===== config.mk =====
export PLATFORM = sky130hd
export DESIGN_NAME = vga_sync_tracker
export DESIGN_NICKNAME = d
export VERILOG_FILES = /design/src/rtl/vga_track_pkg.sv /design/src/rtl/sync_edge_det.sv /design/src/rtl/vga_sync_tracker.sv
export SDC_FILE = /design/constraint.sdc
export NUM_CORES = 1
export LEC_CHECK = 0
export BUFFER_PORTS_ARGS = -buffer_cell sky130_fd_sc_hd__clkbuf_2
export CAP_MARGIN = 25
export CORE_MARGIN = 10
export CORE_UTILIZATION = 39
export CTS_BUF_LIST = sky130_fd_sc_hd__clkbuf_8
export CTS_CLUSTER_SIZE = 8
export DETAILED_ROUTE_END_ITERATION = 10
export PLACE_DENSITY_LB_ADDON = 0.15
export RECOVER_POWER = 50
export SKIP_CTS_REPAIR_TIMING = 1
export SLEW_MARGIN = 20
export SYNTH_ARGS = -nofsm -noshare
export SYNTH_HDL_FRONTEND = slang
export SYNTH_SLANG_ARGS = --single-unit

===== constraint.sdc =====
create_clock -name clk_25 -period 4.95 [get_ports clk_25]
set_clock_uncertainty 0.15 [all_clocks]
set_input_delay 0.495 -clock clk_25 [delete_from_list [all_inputs] [get_ports clk_25]]
set_output_delay 0.495 -clock clk_25 [all_outputs]
set_load 0.005 [all_outputs]

===== src/rtl/vga_track_pkg.sv =====
// Shared types and constants for the VGA sync tracker: tracker state, counter
// width, default timing and a saturating increment helper.
package vga_track_pkg;

  typedef enum logic [1:0] {
    SEARCH  = 2'd0,
    MEASURE = 2'd1,
    LOCKED  = 2'd2
  } track_state_e;

  localparam int CNT_W = 11;
  localparam logic [CNT_W-1:0] CNT_MAX = '1;

  localparam int H_TOTAL_DEF     = 800;
  localparam int V_TOTAL_DEF     = 525;
  localparam int LOCK_FRAMES_DEF = 2;

  function automatic logic [CNT_W-1:0] sat_inc(input logic [CNT_W-1:0] v);
    return (v == CNT_MAX) ? v : v + 1'b1;
  endfunction

endpackage


===== src/rtl/sync_edge_det.sv =====
// Registers a sync input and flags its falling edge (current low, previous high).
// The history register resets high so a sync already low after reset is seen as an edge.
module sync_edge_det (
  input  logic clk_i,
  input  logic rst_ni,
  input  logic sync_i,
  output logic fall_o
);

  logic prev_q;

  always_ff @(posedge clk_i or negedge rst_ni) begin
    if (!rst_ni) prev_q <= 1'b1;
    else         prev_q <= sync_i;
  end

  assign fall_o = prev_q & ~sync_i;

endmodule


===== src/rtl/vga_sync_tracker.sv =====
// Tracks incoming VGA h/v sync, reconstructs pixel coordinates and reports lock.
// Define SYNC_TRACK_STATS_EN to add the frame_cnt / err_cnt statistics outputs.
module vga_sync_tracker
  import vga_track_pkg::*;
#(
  parameter int H_TOTAL     = H_TOTAL_DEF,
  parameter int V_TOTAL     = V_TOTAL_DEF,
  parameter int LOCK_FRAMES = LOCK_FRAMES_DEF
) (
  input  logic             clk_25,
  input  logic             resetN,
  input  logic             h_sync,
  input  logic             v_sync,
  input  logic             en,
  output logic [CNT_W-1:0] pxl_x,
  output logic [CNT_W-1:0] pxl_y,
  output logic             pxl_valid,
  output logic             locked,
  output logic             frame_start,
  output logic             sync_err
`ifdef SYNC_TRACK_STATS_EN
  ,
  output logic [15:0]      frame_cnt,
  output logic [7:0]       err_cnt
`endif
);

  localparam logic [CNT_W:0] H_LEN  = (CNT_W+1)'(H_TOTAL);
  localparam logic [CNT_W:0] V_LEN  = (CNT_W+1)'(V_TOTAL);
  localparam logic [7:0]     LOCK_N = 8'(LOCK_FRAMES);

  logic h_fall, v_fall;

  sync_edge_det u_h_edge (.clk_i(clk_25), .rst_ni(resetN), .sync_i(h_sync), .fall_o(h_fall));
  sync_edge_det u_v_edge (.clk_i(clk_25), .rst_ni(resetN), .sync_i(v_sync), .fall_o(v_fall));

  logic [CNT_W-1:0] h_cnt_q, h_cnt_d, v_cnt_q, v_cnt_d;
  logic [CNT_W-1:0] x_cnt_q, x_cnt_d, y_cnt_q, y_cnt_d;
  logic [CNT_W-1:0] pxl_x_q, pxl_x_d, pxl_y_q, pxl_y_d;
  logic             line_seen_q, line_seen_d;
  logic             pxl_valid_q, frame_start_q, sync_err_q, locked_q, skip_q;
  logic [7:0]       good_q;
  track_state_e     state_q;

  logic [CNT_W:0] line_len, frame_len;
  logic           checking, line_err, frame_err, timeout, any_err;

  // x_cnt counts en cycles in the line, y_cnt counts lines that carried any en.
  always_comb begin
    h_cnt_d     = h_fall ? '0 : sat_inc(h_cnt_q);
    v_cnt_d     = v_fall ? '0 : (h_fall ? sat_inc(v_cnt_q) : v_cnt_q);
    x_cnt_d     = h_fall ? '0 : x_cnt_q;
    y_cnt_d     = v_fall ? '0 : y_cnt_q;
    line_seen_d = (h_fall | v_fall) ? 1'b0 : line_seen_q;
    pxl_x_d     = pxl_x_q;
    pxl_y_d     = pxl_y_q;
    if (en) begin
      pxl_x_d = x_cnt_d;
      x_cnt_d = sat_inc(x_cnt_d);
      if (!line_seen_d) y_cnt_d = sat_inc(y_cnt_d);
      line_seen_d = 1'b1;
      pxl_y_d = y_cnt_d - 1'b1;
    end
  end

  // A coincident h edge is handled first, so it is included in the frame count.
  assign line_len  = {1'b0, h_cnt_q} + 1'b1;
  assign frame_len = {1'b0, v_cnt_q} + {{CNT_W{1'b0}}, h_fall};
  assign checking  = (state_q != SEARCH);
  assign line_err  = checking & h_fall & ~skip_q & (line_len != H_LEN);
  assign frame_err = checking & v_fall & (frame_len != V_LEN);
  assign timeout   = checking & ~h_fall & (h_cnt_q == CNT_MAX);
  assign any_err   = line_err | frame_err | timeout;

  always_ff @(posedge clk_25 or negedge resetN) begin
    if (!resetN) begin
      h_cnt_q       <= '0;
      v_cnt_q       <= '0;
      x_cnt_q       <= '0;
      y_cnt_q       <= '0;
      pxl_x_q       <= '0;
      pxl_y_q       <= '0;
      line_seen_q   <= 1'b0;
      pxl_valid_q   <= 1'b0;
      frame_start_q <= 1'b0;
    end else begin
      h_cnt_q       <= h_cnt_d;
      v_cnt_q       <= v_cnt_d;
      x_cnt_q       <= x_cnt_d;
      y_cnt_q       <= y_cnt_d;
      pxl_x_q       <= pxl_x_d;
      pxl_y_q       <= pxl_y_d;
      line_seen_q   <= line_seen_d;
      pxl_valid_q   <= en;
      frame_start_q <= v_fall;
    end
  end

  // skip_q masks the first line after acquisition, which started mid-line.
  always_ff @(posedge clk_25 or negedge resetN) begin
    if (!resetN) begin
      state_q    <= SEARCH;
      good_q     <= '0;
      skip_q     <= 1'b0;
      locked_q   <= 1'b0;
      sync_err_q <= 1'b0;
    end else begin
      sync_err_q <= 1'b0;
      case (state_q)
        SEARCH: begin
          if (v_fall) begin
            state_q <= MEASURE;
            good_q  <= '0;
            skip_q  <= 1'b1;
          end
        end
        MEASURE, LOCKED: begin
          if (any_err) begin
            state_q    <= SEARCH;
            sync_err_q <= 1'b1;
            locked_q   <= 1'b0;
          end else begin
            if (h_fall) skip_q <= 1'b0;
            if (v_fall && state_q == MEASURE) begin
              good_q <= good_q + 1'b1;
              if (good_q + 1'b1 >= LOCK_N) begin
                state_q  <= LOCKED;
                locked_q <= 1'b1;
              end
            end
          end
        end
        default: begin
          state_q  <= SEARCH;
          locked_q <= 1'b0;
        end
      endcase
    end
  end

  assign pxl_x       = pxl_x_q;
  assign pxl_y       = pxl_y_q;
  assign pxl_valid   = pxl_valid_q;
  assign locked      = locked_q;
  assign frame_start = frame_start_q;
  assign sync_err    = sync_err_q;

`ifdef SYNC_TRACK_STATS_EN
  logic [15:0] frame_cnt_q;
  logic [7:0]  err_cnt_q;

  always_ff @(posedge clk_25 or negedge resetN) begin
    if (!resetN) begin
      frame_cnt_q <= '0;
      err_cnt_q   <= '0;
    end else begin
      if (frame_start_q) frame_cnt_q <= frame_cnt_q + 16'd1;
      if (sync_err_q && err_cnt_q != 8'hFF) err_cnt_q <= err_cnt_q + 8'd1;
    end
  end

  assign frame_cnt = frame_cnt_q;
  assign err_cnt   = err_cnt_q;
`else
  // statistics counters are not built in this configuration
`endif

endmodule


==> flow_summary.yaml, run 1 <==
global_routing:
  grt_use_met2_pct: 20.19
  grt_pass1_wl_um: 17480
  grt_usage_pct: 12.82
  use_met3_pct: 4.445
  grt_pass1_vias: 3604
  top_usage_layer: "met2"
  overflow: 0
  grt_max_degree: 57
  antenna_found_initial: 0
  grt_use_met1_pct: 16.05
synth:
  yosysWarnings: 0
  synth-edff-count: 0
  yosysTopAreaCell: "dfrtp_1"
  yosysSeqAreaShare_pct: 44.95
  ys_types: 63
  syn_area_mm2: 0.004682
  async_flop_share_pct: 100.0
  ys_seq_elements: 84
  synthTopCellsByCount: "82 x dfrtp_1, 59 x nand2_1, 37 x nor2_1"
  synth_top_area_share_pct: 43.83
  yosysMostFrequentCell: "dfrtp_1"
  synthCells: 497
  syn_area_per_cell_um2: 9.421
  synthTopCellsByArea: "dfrtp_1 44%, nand2_1 4.7%, xor2_1 4.1%"
  syn_nets: 514
  synthFlopType: "dfrtp_1"
worst_setup_path:
  startpoint: "u_v_edge.prev_q"
  r2r.worst_path.cells: 10
  r2r_slack_ps: 1420
  critPathArrivalTime_ps: 3580
  critical_path_class: "reg -> reg"
  setup.worst_path.start_class: "register"
  crit_path_end_kind: "register"
  cp_max_fo: 24
  worstReg2RegStart: "u_v_edge.prev_q"
  cp_data_required_time_ps: 4990
  reg2reg_to: "pxl_y[8]"
worst_hold_path:
  hp-start: "h_sync"
  hold_depth: 1
  worstHoldPathType: "in -> reg"
  whs_endpoint: "u_h_edge.prev_q"
floorplan:
  core_mm2: 0.01156
  initial_core_util_pct: 40.48
  row_count: 39
  die_w_um: 129.6
  die_y_um: 129.6
  die-area_mm2: 0.01679
  ios: 31
drt:
  via_count: 3647
  drtIter0Drc: 300
  via_per_inst: 5.484
  firstDrtPassIters: 4
  postRouteAntennaNets: 0
  drt-total-wl_um: 10110
  post_drt_wl_per_cell_um: 15.20
  drc: 0
cts:
  clock-sinks: 84
  cts_buffers: 9
  clkTransAtPathRegs_ps: 90
  cts_tree: "built"
  cts-root-buf: "clkbuf_8"
  worstSkewPairLatency_ps: 380
  htree_levels: 3
  clk_path_buf_depth: 2
finish:
  multi_input_area_mm2: 0.002420
  fin_area_mm2: 0.005096
  nets: 534
  drive_gt1_share_pct: 8.238
  n_antenna_cell: 0
  regArea_mm2: 0.002105
  fillers: 1150
  area_growth_pct: 8.846
timing:
  max-slew-margin-rel_pct: -11.70
  period_needed_ps: 3533
  setup_viol: 0
  rsz0062_at_grt: "no"
  hold_violations: 0
  worstMarginPinSlew_ps: 1675
  post-route-period-util_pct: 71.37
  fmax_mhz: 283.1
  drv_slew: 70
  tns_ps: 0
  hold_ws_ps: 47.49
power:
  total_power_mw: 1.919
  p_per_area_mw_per_mm2: 376.6
  irDropWorstVdd_mv: 0.2599
  p_leak_nw: 2.116
place:
  place_congestion: 0.8722
  io_buffers: 30
  hpwl_um: 6915
  placed_area_mm2: 0.004942
outcome:
  status: "finished, violations left"
  violations: "max-capacitance violations, max-slew violations"
run:
  drv_cap: 2
## critical path, stage by stage, from the launching register on
cell and delay [ps]:
dfstp_2 520, nand2b_1 280, inv_1 680, nor3_1 170
nor2_1 310, mux2i_1 260, ha_1 210, o211ai_1 240
nor3_1 280, xnor2_1 150, a21oi_1 80
## flip-flops by register name (all words and copies together), names as in the netlist
register	flops
y_cnt_q	11
x_cnt_q	11
line_seen_q	1
sync_err	1
locked	1
pxl_x	11
state_q	2
h_cnt_q	11
good_q	8
pxl_y	11
pxl_valid	1
v_cnt_q	11
skip_q	1
u_h_edge.prev_q	1
frame_start	1
u_v_edge.prev_q	1
## power breakdown
part           switching, mW  internal (mW)
Clock                  0.270          0.199
Sequential             0.111          0.800
Combinational          0.308          0.231
## cell type report
type                    count  area share, %
multi-input cells         372          47.48
clock buffers              10          2.701
clock inverters             6         0.9084
inverters                  15          1.105
well taps                 143          3.511
flip-flops and latches     84          41.30
repair buffers             35          2.995
## routing by layer
| metal | share of wire, % | routed length [um] | up-vias |
|---|---|---|---|
| li1 | - | - | 1828 |
| met1 | 48 | 4876 | 1753 |
| met2 | 46 | 4633 | 53 |
| met3 | 4.4 | 448 | 13 |
| met4 | 1.5 | 148 | 0 |
| met5 | 0 | 0 | - |
## placed cells by master (no fill, tap or decap), types with 3 or more instances in the layout
cell type / instances
a211o_1: 4
a211oi_1: 3
a21oi_1: 22
a31oi_1: 10
and2_1: 8
and3_1: 4
and4_1: 5
buf_4: 3
clkbuf_1: 28
clkbuf_2: 3
clkbuf_8: 10
dfrtp_1: 82
ha_1: 12
inv_1: 15
mux2_2: 9
mux2i_1: 5
nand2_1: 59
nand2b_1: 7
nand3_1: 19
nand3b_1: 4
nand4_1: 17
nor2_1: 37
nor3_1: 12
nor3b_1: 4
nor4b_1: 3
o211ai_1: 8
o21ai_0: 19
o22a_1: 3
o2bb2ai_1: 3
o31ai_1: 4
or2_2: 3
or3_1: 6
or4_1: 6
xnor2_1: 18
xor2_1: 22
## stage by stage
step | util (%) | setup WS (ps) | std cells
global route | 44.07 | 1042 | 665
CTS | 44.33 | 1408 | 664
finish | 44.07 | 1417 | 665
global placement | 42.74 | 1266 | 648
detailed placement | 42.74 | 1127 | 648
floorplan | - | 1210 | 497
## cell families after synthesis
logic type	share of synthesized area (%)
and+or+nand+nor	22.26
DFF	44.95
xor gates and xnor gates	7.483
muxes	3.554
AOI/OAI and AO/OA	15.18
buffers and inverters	3.367
adders and majority gates	3.207
## how the worst max path moves through the flow
stage	end	slack (ps)	cells after the start
finish	pxl_y[8]	1420	10
global route	state_q[0]	1040	3
CTS	pxl_y[10]	1410	10
detailed placement	pxl_y[10]	1130	13
global placement	pxl_y[10]	1270	13
floorplan	pxl_y[10]	1210	15
(Power assumes the default switching activity.)
==> inputs of run 2 (changes only) <==
==> constraint.sdc (replaced) <==
create_clock -name clk_25 -period 3.1 [get_ports clk_25]
set_clock_uncertainty 0.15 [all_clocks]
set_input_delay 0.31 -clock clk_25 [delete_from_list [all_inputs] [get_ports clk_25]]
set_output_delay 0.31 -clock clk_25 [all_outputs]
set_load 0.005 [all_outputs]
==> run 2 against run 1 <==
The flow now finishes without violations; die area unchanged; critical path depth is 2 higher; sequential share of layout area shrank 2.3 points; register-to-register slack got worse by 1300 ps; clock power rose by 76%; setup slack worse by 1300 ps.
==> flow_summary.yaml, run 2 (synthesis gave the netlist of run 1 again) <==
worst_setup_path:
  critical_path.most_common_cell: "ha_2"
  cp_slowest_stage_delay_ps: 380
  setup.worst_path.start_class: "register"
  critPathTopFamily: "simple AND/OR/NAND/NOR gates"
  critical_path_class: "reg -> reg"
  path_cells: "nand2b_4 -> and2_4 -> ha_2 -> nand4_1 -> nor4_4 -> nor2_4 -> mux2i_2 -> ha_2 -> o211ai_1 -> nor4b_2 -> mux2_2 -> a221o_1"
  path_buf_inv: 0
  critPathArrivalTime_ps: 3050
  critPathSlowestCell: "dfstp_2"
  crit_path_end_kind: "register"
  cp_data_required_time_ps: 3220
  cp_max_fo: 8
place:
  placed_area_mm2: 0.005087
  io_buffers: 30
  place_congestion: 0.8493
  pre_cts_ws_ps: 83.42
  hpwl_um: 7560
finish:
  multi_input_area_mm2: 0.002499
  nets: 555
  mostFrequentLayoutCells: "80 x dfrtp_1, 59 x nand2_1, 36 x nor2_1, 29 x clkbuf_2, 24 x buf_4"
  regArea_mm2: 0.002107
  fillers: 1095
  final_common_cell: "dfrtp_1"
  fin_util_pct: 46.74
  fin_area_mm2: 0.005405
  area_growth_pct: 15.45
  drive_gt1_share_pct: 19.52
  n_antenna_cell: 0
timing:
  setup_viol: 0
  layout_setup_ws_ps: 166.2
  period_needed_ps: 2934
  worstMarginPinSlew_ps: 720.4
  hold_violations: 0
  fmax_mhz: 340.8
  max-slew-margin-rel_pct: 51.35
  post-route-period-util_pct: 94.64
  drv_slew: 0
  rsz0062_at_grt: "yes"
floorplan:
  die_w_um: 129.6
  core_mm2: 0.01156
  die_y_um: 129.6
  row_count: 39
  ios: 31
  initial_core_util_pct: 40.48
  die-area_mm2: 0.01679
drt:
  via_per_inst: 5.571
  drtIter0Drc: 312
  firstDrtPassIters: 4
  via_count: 3822
  post_drt_wl_per_cell_um: 15.57
  wl_met1_um: 5078
  highest_layer: "met4"
  wl_met3_um: 524
  met2RoutedLength_um: 4912
  drc: 0
  postRouteAntennaNets: 0
  drt-total-wl_um: 10680
cts:
  cts_tree: "built"
  clk_path_buf_depth: 2
  clkTransAtPathRegs_ps: 100
  cts-root-buf: "clkbuf_8"
  htree_levels: 3
  worstSkewPairLatency_ps: 380
  clock-sinks: 84
  cts_buffers: 9
global_routing:
  grt_max_degree: 52
  grt_pass1_wl_um: 18200
  grt_usage_pct: 13.24
  antenna_found_initial: 0
  overflow: 0
  grt_pass1_vias: 3796
outcome:
  status: "finished clean"
run:
  drv_cap: 0
worst_hold_path:
  worstHoldPathType: "in -> reg"
power:
  p_per_area_mw_per_mm2: 603.9
  p_leak_nw: 2.339
  irDropWorstVdd_mv: 0.4533
[run 2: changes by cell type in the layout (fill, tap and decap cells not counted), sizes merged]
cell,before,now
buf,3,24
bufinv,0,1
clkbuf,41,38
clkinvlp,2,1
dlygate4sd3,1,3
inv,17,18
[run 2: final cells by class]
class                      count  share of cell area (%)
sequential                    84                   38.98
inverter                      15                   1.088
tap                          143                   3.310
clock inverter                 7                   1.528
multi-input combinational    372                   46.23
clock buffer                   9                   2.292
timing repair buffer          56                   6.574
[run 2: layer usage]
layer	global-route usage, %	up-vias
li1	-	1870
met3	4.364	12
met4	4.497	0
met5	0	-
met1	16.63	1866
met2	21.00	74
[run 2: worst paths after layout]
kind                            startpoint               to  slack, ps  depth (start not counted)
setup / recovery           u_v_edge.prev_q        pxl_y[10]        170                         12
max in group asynchronous           resetN  u_v_edge.prev_q       1680                          3
hold / removal                          en        pxl_valid        220                          1
min in group asynchronous           resetN        good_q[5]        350                          2
setup reg to reg           u_v_edge.prev_q        pxl_y[10]        170                         12
hold reg to reg                   pxl_x[3]         pxl_x[3]        340                          2
[run 2: per-stage QoR]
stage	hold slack (ps)	instances	power (mW)	TNS, ps
after global placement	236.2	662	2.393	0
after global routing	243.0	686	3.507	-58.36
after floorplan	-135.6	497	2.091	-0.8584
after detailed placement	240.2	662	2.408	0
final	220.6	686	3.264	0
after CTS	-180.7	678	3.258	0
[run 2: power by group]
group	internal [mW]	switching, mW	total (mW)
clock network	0.386	0.438	0.824
registers	1.28	0.187	1.47
logic	0.451	0.522	0.973
